==> config.mk <==
export PLATFORM = sky130hd
export DESIGN_NAME = game_judge
export DESIGN_NICKNAME = d
export VERILOG_FILES = /design/src/rtl/game_judge.sv
export SDC_FILE = /design/constraint.sdc
export NUM_CORES = 1
export LEC_CHECK = 0
export CAP_MARGIN = 20
export CORE_ASPECT_RATIO = 1.1
export CORE_MARGIN = 5
export CORE_UTILIZATION = 42
export CTS_BUF_LIST = sky130_fd_sc_hd__clkbuf_2
export CTS_CLUSTER_DIAMETER = 200
export DETAILED_ROUTE_END_ITERATION = 12
export SLEW_MARGIN = 20
export SYNTH_ARGS = -nofsm -noshare
export SYNTH_HDL_FRONTEND = slang
export SYNTH_SLANG_ARGS = --single-unit
==> constraint.sdc <==
create_clock -name clk -period 5.9 [get_ports clk]
set_input_delay 1.18 -clock clk [delete_from_list [all_inputs] [get_ports clk]]
set_output_delay 1.18 -clock clk [all_outputs]
set_load 0.02 [all_outputs]
==> src/rtl/game_judge.sv <==
// game_judge: sequential win/draw judge for an N x N board, K-in-a-row rules.
// A start request in IDLE snapshots the board; one anchor cell is then
// evaluated per clock in direction order H, V, D, A. The first winning run
// found ends the scan in WON. A scan with no win returns to IDLE, or, when
// GAME_JUDGE_DRAW_DETECT_EN is defined and every cell is occupied, ends in
// DRAW. WON and DRAW hold their results until reset.
//
// Ports:
//   clk       - clock, rising edge
//   reset     - synchronous, active-high reset
//   start     - judgement request, sampled only in IDLE
//   tiles     - board, cell i at tiles[2i+1:2i], row-major; 00 empty,
//               01 player 1, 10 player 2, 11 invalid (occupied, never wins)
//   busy      - high while scanning
//   done      - one-cycle pulse when a scan completes
//   game_over - high in WON or DRAW
//   winner    - winning player (01/10), 00 otherwise
//   draw      - high in DRAW (tied 0 when draw detection is not compiled in)
//   win_mask  - bit i set when cell i belongs to the winning run
//
// Optional feature macro: GAME_JUDGE_DRAW_DETECT_EN
//
// State | Meaning
// IDLE  | waiting for start
// SCAN  | evaluating one anchor cell per cycle
// WON   | winning run found; results held until reset
// DRAW  | full board with no win; held until reset
module game_judge #(
  parameter int N = 3,
  parameter int K = 3,
  localparam int CELLS = N * N,
  localparam int AW = $clog2(CELLS),
  localparam int RW = $clog2(N)
) (
  input  logic               clk,
  input  logic               reset,
  input  logic               start,
  input  logic [2*CELLS-1:0] tiles,
  output logic               busy,
  output logic               done,
  output logic               game_over,
  output logic [1:0]         winner,
  output logic               draw,
  output logic [CELLS-1:0]   win_mask
);

  typedef enum logic [1:0] {
    IDLE = 2'd0,
    SCAN = 2'd1,
    WON  = 2'd2
`ifdef GAME_JUDGE_DRAW_DETECT_EN
    , DRAW = 2'd3
`endif
  } state_t;

  state_t             r_state, w_state_nxt;
  logic [2*CELLS-1:0] r_snap, w_snap_nxt;
  logic [AW-1:0]      r_anchor, w_anchor_nxt;
  logic [RW-1:0]      r_row, w_row_nxt, r_col, w_col_nxt;
  logic               r_busy, w_busy_nxt, r_done, w_done_nxt;
  logic               r_over, w_over_nxt;
  logic [1:0]         r_winner, w_winner_nxt;
  logic [CELLS-1:0]   r_mask, w_mask_nxt;

  // Result packing: {hit, value[1:0], mask[CELLS-1:0]}.
  // A run that does not fit on the board evaluates to no hit.
  function automatic logic [CELLS+2:0] eval_dir(input logic [2*CELLS-1:0] snap,
                                                input int r, input int c,
                                                input int dr, input int dc);
    logic [1:0]       v0;
    logic             ok;
    logic [CELLS-1:0] m;
    int               idx;
    v0 = 2'b00;
    ok = 1'b0;
    m  = '0;
    if ((r + dr*(K-1) < N) && (c + dc*(K-1) < N) && (c + dc*(K-1) >= 0)) begin
      v0 = snap[2*(r*N+c) +: 2];
      ok = (v0 == 2'b01) || (v0 == 2'b10);
      for (int j = 0; j < K; j++) begin
        idx = (r + dr*j)*N + (c + dc*j);
        if (snap[2*idx +: 2] != v0) ok = 1'b0;
        m[idx] = 1'b1;
      end
    end
    if (!ok) m = '0;
    return {ok, v0, m};
  endfunction

  logic [CELLS+2:0] w_h, w_v, w_d, w_a, w_sel;

  always_comb begin
    w_h = eval_dir(r_snap, int'(r_row), int'(r_col), 0, 1);
    w_v = eval_dir(r_snap, int'(r_row), int'(r_col), 1, 0);
    w_d = eval_dir(r_snap, int'(r_row), int'(r_col), 1, 1);
    w_a = eval_dir(r_snap, int'(r_row), int'(r_col), 1, -1);
    // Direction priority: H, V, D, A.
    if (w_h[CELLS+2])      w_sel = w_h;
    else if (w_v[CELLS+2]) w_sel = w_v;
    else if (w_d[CELLS+2]) w_sel = w_d;
    else                   w_sel = w_a;
  end

`ifdef GAME_JUDGE_DRAW_DETECT_EN
  logic r_draw, w_draw_nxt, w_full;
  always_comb begin
    w_full = 1'b1;
    for (int i = 0; i < CELLS; i++)
      if (r_snap[2*i +: 2] == 2'b00) w_full = 1'b0;
  end
  assign draw = r_draw;
`else
  assign draw = 1'b0;
`endif

  always_comb begin
    w_state_nxt  = r_state;
    w_snap_nxt   = r_snap;
    w_anchor_nxt = r_anchor;
    w_row_nxt    = r_row;
    w_col_nxt    = r_col;
    w_busy_nxt   = r_busy;
    w_done_nxt   = 1'b0;
    w_over_nxt   = r_over;
    w_winner_nxt = r_winner;
    w_mask_nxt   = r_mask;
`ifdef GAME_JUDGE_DRAW_DETECT_EN
    w_draw_nxt   = r_draw;
`endif
    case (r_state)
      IDLE: begin
        if (start) begin
          w_snap_nxt   = tiles;
          w_anchor_nxt = '0;
          w_row_nxt    = '0;
          w_col_nxt    = '0;
          w_busy_nxt   = 1'b1;
          w_winner_nxt = 2'b00;
          w_mask_nxt   = '0;
          w_state_nxt  = SCAN;
        end
      end
      SCAN: begin
        if (w_sel[CELLS+2]) begin
          w_state_nxt  = WON;
          w_winner_nxt = w_sel[CELLS+1:CELLS];
          w_mask_nxt   = w_sel[CELLS-1:0];
          w_over_nxt   = 1'b1;
          w_busy_nxt   = 1'b0;
          w_done_nxt   = 1'b1;
        end else if (r_anchor == AW'(CELLS-1)) begin
          w_busy_nxt   = 1'b0;
          w_done_nxt   = 1'b1;
          w_winner_nxt = 2'b00;
          w_mask_nxt   = '0;
          w_state_nxt  = IDLE;
`ifdef GAME_JUDGE_DRAW_DETECT_EN
          if (w_full) begin
            w_state_nxt = DRAW;
            w_draw_nxt  = 1'b1;
            w_over_nxt  = 1'b1;
          end
`endif
        end else begin
          w_anchor_nxt = r_anchor + 1'b1;
          if (r_col == RW'(N-1)) begin
            w_col_nxt = '0;
            w_row_nxt = r_row + 1'b1;
          end else begin
            w_col_nxt = r_col + 1'b1;
          end
        end
      end
      WON: ;
`ifdef GAME_JUDGE_DRAW_DETECT_EN
      DRAW: ;
`endif
      default: w_state_nxt = IDLE;
    endcase
  end

  always_ff @(posedge clk) begin
    if (reset) begin
      r_state  <= IDLE;
      r_snap   <= '0;
      r_anchor <= '0;
      r_row    <= '0;
      r_col    <= '0;
      r_busy   <= 1'b0;
      r_done   <= 1'b0;
      r_over   <= 1'b0;
      r_winner <= 2'b00;
      r_mask   <= '0;
`ifdef GAME_JUDGE_DRAW_DETECT_EN
      r_draw   <= 1'b0;
`endif
    end else begin
      r_state  <= w_state_nxt;
      r_snap   <= w_snap_nxt;
      r_anchor <= w_anchor_nxt;
      r_row    <= w_row_nxt;
      r_col    <= w_col_nxt;
      r_busy   <= w_busy_nxt;
      r_done   <= w_done_nxt;
      r_over   <= w_over_nxt;
      r_winner <= w_winner_nxt;
      r_mask   <= w_mask_nxt;
`ifdef GAME_JUDGE_DRAW_DETECT_EN
      r_draw   <= w_draw_nxt;
`endif
    end
  end

  assign busy      = r_busy;
  assign done      = r_done;
  assign game_over = r_over;
  assign winner    = r_winner;
  assign win_mask  = r_mask;

endmodule

---- Word level (Yosys, flattened, before mapping) ----
Cells that the tools add are included.
storage, ports and cells
  flip-flop bits (word level) ............. 42
  latch bits .............................. 0
  bits in writable memories ............... 0
  bits in read-only memories .............. 0
  input port bits ......................... 21
  output and inout bits ................... 15
  logic and storage cells ................. 193
  memories kept ........................... 0
cells by class
  add/subtract/negate cells ............... 18
  $mul .................................... 3
  divide/modulo/power cells ............... 0
  order comparisons ....................... 26
  eq/ne operators ......................... 19
  shift operators ......................... 9
  mux-type cells .......................... 71
  bitwise operators ....................... 10
  reduce and logical (&&, ||, !) cells .... 27
operator list
  kind                                                                 number
  greater-or-equal comparator 32 x 1 -> 1 bit (second input constant)  7
  less-than comparator 32 x 6 -> 1 bit (second input constant)         6
  variable part select 18 x 32 -> 2 bit                                6
  2-to-1 mux 9 bit                                                     8
  OR 9 bit                                                             8
  adder 32 x 3 -> 32 bit                                               2
  adder 32 bit                                                         2
  adder 32 x 4 -> 32 bit                                               2
  less-than comparator 32 x 3 -> 1 bit (second input constant)         2
  demux 1 bit (select 4 bit)                                           9
  2-to-1 mux 12 bit                                                    3
  variable part select 18 x 8 -> 2 bit                                 2
  2-to-1 mux 2 bit                                                     15
  2-to-1 mux 1 bit                                                     26
  case mux 9 bit (2 select lines)                                      1
  variable part select 18 x 7 -> 2 bit                                 1
  logical AND 1 bit                                                    17
  inequality test 2 bit                                                8
  adder 6 x 4 -> 7 bit                                                 2
  greater-or-equal comparator 7 x 1 -> 1 bit (second input constant)   2
  less-than comparator 7 x 6 -> 1 bit (second input constant)          2
  2-to-1 mux 4 bit                                                     3
  case mux 2 bit (2 select lines)                                      3
  multiplier 3 x 2 -> 5 bit (second input constant)                    2
  other kinds (31)                                                     44

---- Longest topological paths before layout ----
  depth after elaboration ................. 16
  depth in mapped cells ................... 22
  gate-level depth less buffers ........... 19

---- Worst setup path after synthesis ----
OpenSTA, ideal clock, no wires.
  path type ............................... register to register
  from .................................... reg r_row[0]
  to ...................................... reg r_mask[6] (netlist: win_mask[6])
  setup time .............................. 0.120 ns
  arrival time ............................ 5.334 ns
  required time ........................... 5.780 ns
  setup slack ............................. 0.447 ns
  stages on the path, launching flop included .. 22
  path buffers ............................ 2
  period minus slack after synthesis ...... 5.453 ns
  cell sequence ........................... dfxtp_1 -> inv_1 -> ha_1 -> buf_2 -> xnor2_1 -> inv_1 -> ha_1 -> inv_1 -> ha_1 -> inv_1 -> fa_1 -> clkbuf_1 -> mux4_2 -> mux2_2 -> a21oi_1 -> nand3_1 -> or4_1 -> o32ai_2 -> a21boi_4 -> and4_1 -> o211a_1 -> a211o_1
on the way
  longest elaborated chain between the ends .. 16
  elaborated cells on any way between the ends .. 121
  those cells by class .................... 11 x add/sub; 3 x mul; 20 x order compare; 11 x eq/ne; 9 x shift; 40 x mux; 8 x bitwise; 19 x reduce/logical
ends and longest elaborated chain
  element                                                                          line  text
  start: declaration                                                               59    logic [RW-1:0] r_row, w_row_nxt, r_col, w_col_nxt;
  start signal: assignment                                                         201   r_row <= w_row_nxt;
  parallel branches: the longest is 13 deep, another holds adder 32 x 4 -> 32 bit  n/a
  2-to-1 mux 12 bit *                                                              98    if (w_h[CELLS+2]) w_sel = w_h;
  2-to-1 mux 9 bit                                                                 144   if (w_sel[CELLS+2]) begin
  case mux 9 bit (2 select lines)                                                  130   case (r_state)
  end signal: assignment                                                           207   r_mask <= w_mask_nxt;
  end: declaration                                                                 63    logic [CELLS-1:0] r_mask, w_mask_nxt;
Mark *: on every way between the ends.
A chain may end at the register's enable or synchronous reset.

---- Worst setup path after layout ----
  from .................................... reg r_row[0]
  to ...................................... reg r_mask[2] (netlist: win_mask[2])
Same word-level chain as after synthesis.

==> results by group <==
Detailed routing
  – Total number of vias: 6010
  – DRT iter0 DRCs: 548
  – DRC Markers: 0
  – Pre-antenna DRT Iters: 5
  – Final WL: 21.3 mm
  – Routed len/inst: 22.9 um
  – Via-per-instance ratio: 6.46
  – Remaining antenna violation count: 0

Clock tree
  – Root Driver: clkbuf_2
  – Clk_lat worst skew: 0.46 ns
  – CTS Buf Count: 5
  – CTS sink count: 42
  – H-tree depth reported by CTS: 2
  – Worst-case clock buffer depth: 2
  – CTS tree: yes
  – Post-CTS Setup Inserts: 0
  – # hold bufs at CTS: 0
  – CTS resizes: 0
  – Clk pin slew, worst setup/hold paths: 0.23 ns

STA
  – Slew @ Worst Pin: 0.902 ns
  – Final Hold Fails: 0
  – Worst slew margin: 0.397
  – Final Max Tran Viols: 0
  – Final period utilization: 0.943
  – Max Clk Rate: 0.180 GHz
  – Clock skew: 0.0226 ns
  – RSZ-0062 raised after global routing: no
  – Tmin final: 5.56 ns
  – Setup_tns: 0 ns
  – # setup viols final: 0

Synthesis
  – Mux cell area share after synthesis: 0.145
  – Post-synthesis sequential area ratio: 0.146
  – Compound-Gate Fraction of Synth Area: 0.264
  – Top FF cell, synth: dfxtp_1
  – Post-synthesis adder-cell area fraction: 0.117
  – Post-Syn Area: 0.00576 sq mm
  – EDFF count, synth: 0
  – Synthesized flop and latch total: 42
  – Mean post-synth cell area: 7.97 sq um
  – Post-synthesis xor/xnor area fraction: 0.0334
  – Ys async rst share: 0
  – Ys Warns: 0
  – Syn_nets: 793
  – Number of distinct library cells after synthesis: 89
  – Main combinational cell family by area after synthesis: compound AO/OA/AOI/OAI gates
  – Syn Inst Count: 723
  – Post-synthesis simple-gate area fraction: 0.237

GRT
  – Vias in the first global route: 5638
  – Met1 Use GR: 0.330
  – Initial antenna violation count: 0
  – Largest net degree at the start of global routing: 31
  – Tot GR Track Use: 0.263
  – Gr ovfl total: 0
  – Busiest layer in global routing: met2
  – First-pass GRT wire length: 32.5 mm
  – Met3 usage: 0.0534
  – Met2 usage: 0.435

Pwr
  – Power Density: 140 mW/mm^2
  – Sw frac: 0.406
  – Comb pwr share: 0.445
  – Clk network pwr share: 0.197
  – Sequential fraction of design power: 0.357
  – Pleak: 0.00255 uW
  – Power Internal: 528 uW
  – VDD IR max: 157 uV
  – Net Sw Power: 362 uW

Die
  – Num ports: 36
  – DIE AREA: 0.0162 sq mm
  – Die Span X: 122 um
  – Die H: 133 um
  – Placement row count: 44
  – Initial core utilization: 0.432
  – Core footprint: 0.0133 sq mm

Placed design
  – Port bufs: 34
  – Placed cells: 922
  – Placer congestion estimate: 0.938
  – HPWL after detailed placement: 17.3 mm

Worst setup path
  – CP endpoint kind: flip-flop
  – Setup CP Type: reg2reg
  – CP max FO: 10
  – Crit path DAT: 5.99 ns
  – Startpoint Class: flip-flop
  – Crit Reg-Reg Startpoint: r_row[0]
  – Worst setup startpoint: r_row[0]
  – Crit path required time: 6.33 ns

Cells and area
  – Ant diodes: 0
  – Share of cells above drive strength 1: 0.114
  – Finished Layout Cells: 930
  – Final core occ: 0.479
  – Synthesis-to-layout area growth: 10.7%
  – Nets: 815

Min path
  – Min-delay src: game_over
  – HP Class: reg2reg

Flow run
  – Max Cap Violations: 0

Run status
  – Status: finished clean
cell families after synthesis:
group / Yosys count
xor gates and xnor gates: 19
and+or+nand+nor: 270
muxes: 55
other: 1
AOI/OAI and AO/OA: 208
DFF: 42
adders and majority gates: 49
buffers and inverters: 79
layout make-up:
class / instances / area [sq um]
tap: 184 / 230
timing repair buffer: 54 / 490
fill: 1354 / 6950
clock buffer: 6 / 30.0
clock inverter: 2 / 37.5
inverter: 40 / 150
sequential: 42 / 841
multi-input combinational: 602 / 4600
per-stage QoR:
| step | setup WS, ns | power [uW] | cell area (sq um) | hold WS, ns |
|---|---|---|---|---|
| 2_1_floorplan | 0.447 | 586 | 5760 | 0.458 |
| 3_3_place_gp | 0.584 | 709 | 6310 | 0.438 |
| 3_5_place_dp | 0.426 | 711 | 6310 | 0.448 |
| 4_1_cts | 0.408 | 888 | 6380 | 0.477 |
| 5_1_grt | 0.160 | 939 | 6380 | 0.514 |
| 6_report | 0.338 | 890 | 6380 | 0.470 |
synthesized netlist by cell type (10+ instances only):
master | instances | share of area
nand3_1 | 21 | 0.018
inv_1 | 39 | 0.025
nor2_1 | 42 | 0.027
dfxtp_1 | 42 | 0.15
o21ai_0 | 27 | 0.023
nand2b_1 | 12 | 0.013
a31oi_1 | 13 | 0.014
nand4_1 | 15 | 0.016
nor3_1 | 15 | 0.013
buf_2 | 12 | 0.010
mux4_2 | 22 | 0.086
clkbuf_1 | 17 | 0.011
nand2_1 | 93 | 0.061
a21oi_1 | 47 | 0.041
ha_1 | 41 | 0.089
nor2b_1 | 13 | 0.014
or3_1 | 11 | 0.012
mux2i_1 | 24 | 0.042
xnor2_1 | 10 | 0.015
worst max-delay path: stages (launching register included):
cell and delay (ns):
dfxtp_1 0.38, inv_1 0.13, ha_1 0.58, xnor2_1 0.17, buf_4 0.16, inv_1 0.06
ha_1 0.29, inv_1 0.07, ha_1 0.16, inv_1 0.05, fa_1 0.76, mux4_2 0.38
mux2_2 0.27, a21oi_1 0.20, nand3_1 0.10, or4_1 0.53, o32ai_2 0.27, nand3_1 0.30
o22a_1 0.29, o311ai_1 0.24, a22o_1 0.16
layout by cell type, fill, tap and decap left out, drive strengths merged, types with 7 or more instances in the layout:
master / n
nor3: 15
ha: 41
a311oi: 7
clkdlybuf4s50: 34
mux2i: 24
fa: 8
mux4: 22
xor2: 8
o211ai: 8
o21ai: 28
a21o: 9
nand3: 21
a211o: 9
xnor2: 11
nand4: 16
nand2b: 12
inv: 40
a31oi: 14
and2: 7
or3: 11
a21oi: 47
nor2b: 13
dfxtp: 42
o21bai: 7
o21a: 8
mux2: 9
buf: 20
nor2: 42
a211oi: 10
nand2: 93
final timing paths:
check,to,slack [ns],cells past startpoint
worst min register to register,game_over,0.47,2
worst max-delay path,win_mask[2],0.34,20
worst max register to register,win_mask[2],0.34,20
worst min-delay path,game_over,0.47,2
layer usage:
metal	wire [um]	vias up
li1	-	2760
met1	8750	2919
met2	9990	267
met3	1570	64
met4	1000	0
met5	0	-
power by group through the flow:
stage	Sequential [uW]	Combinational [uW]	Clock [uW]
after floorplan	315	272	0
after global placement	322	387	0
after detailed placement	322	388	0
after CTS	317	390	182
after global routing	320	427	193
final	318	397	176
flip-flops by register name, summed over array words and instances, names as in the netlist:
| signal | flops |
|---|---|
| busy | 1 |
| r_state | 2 |
| game_over | 1 |
| winner | 2 |
| r_anchor | 4 |
| r_row | 2 |
| done | 1 |
| r_snap | 18 |
| r_col | 2 |
| win_mask | 9 |
No activity file was read; power rests on OpenSTA's default activity.
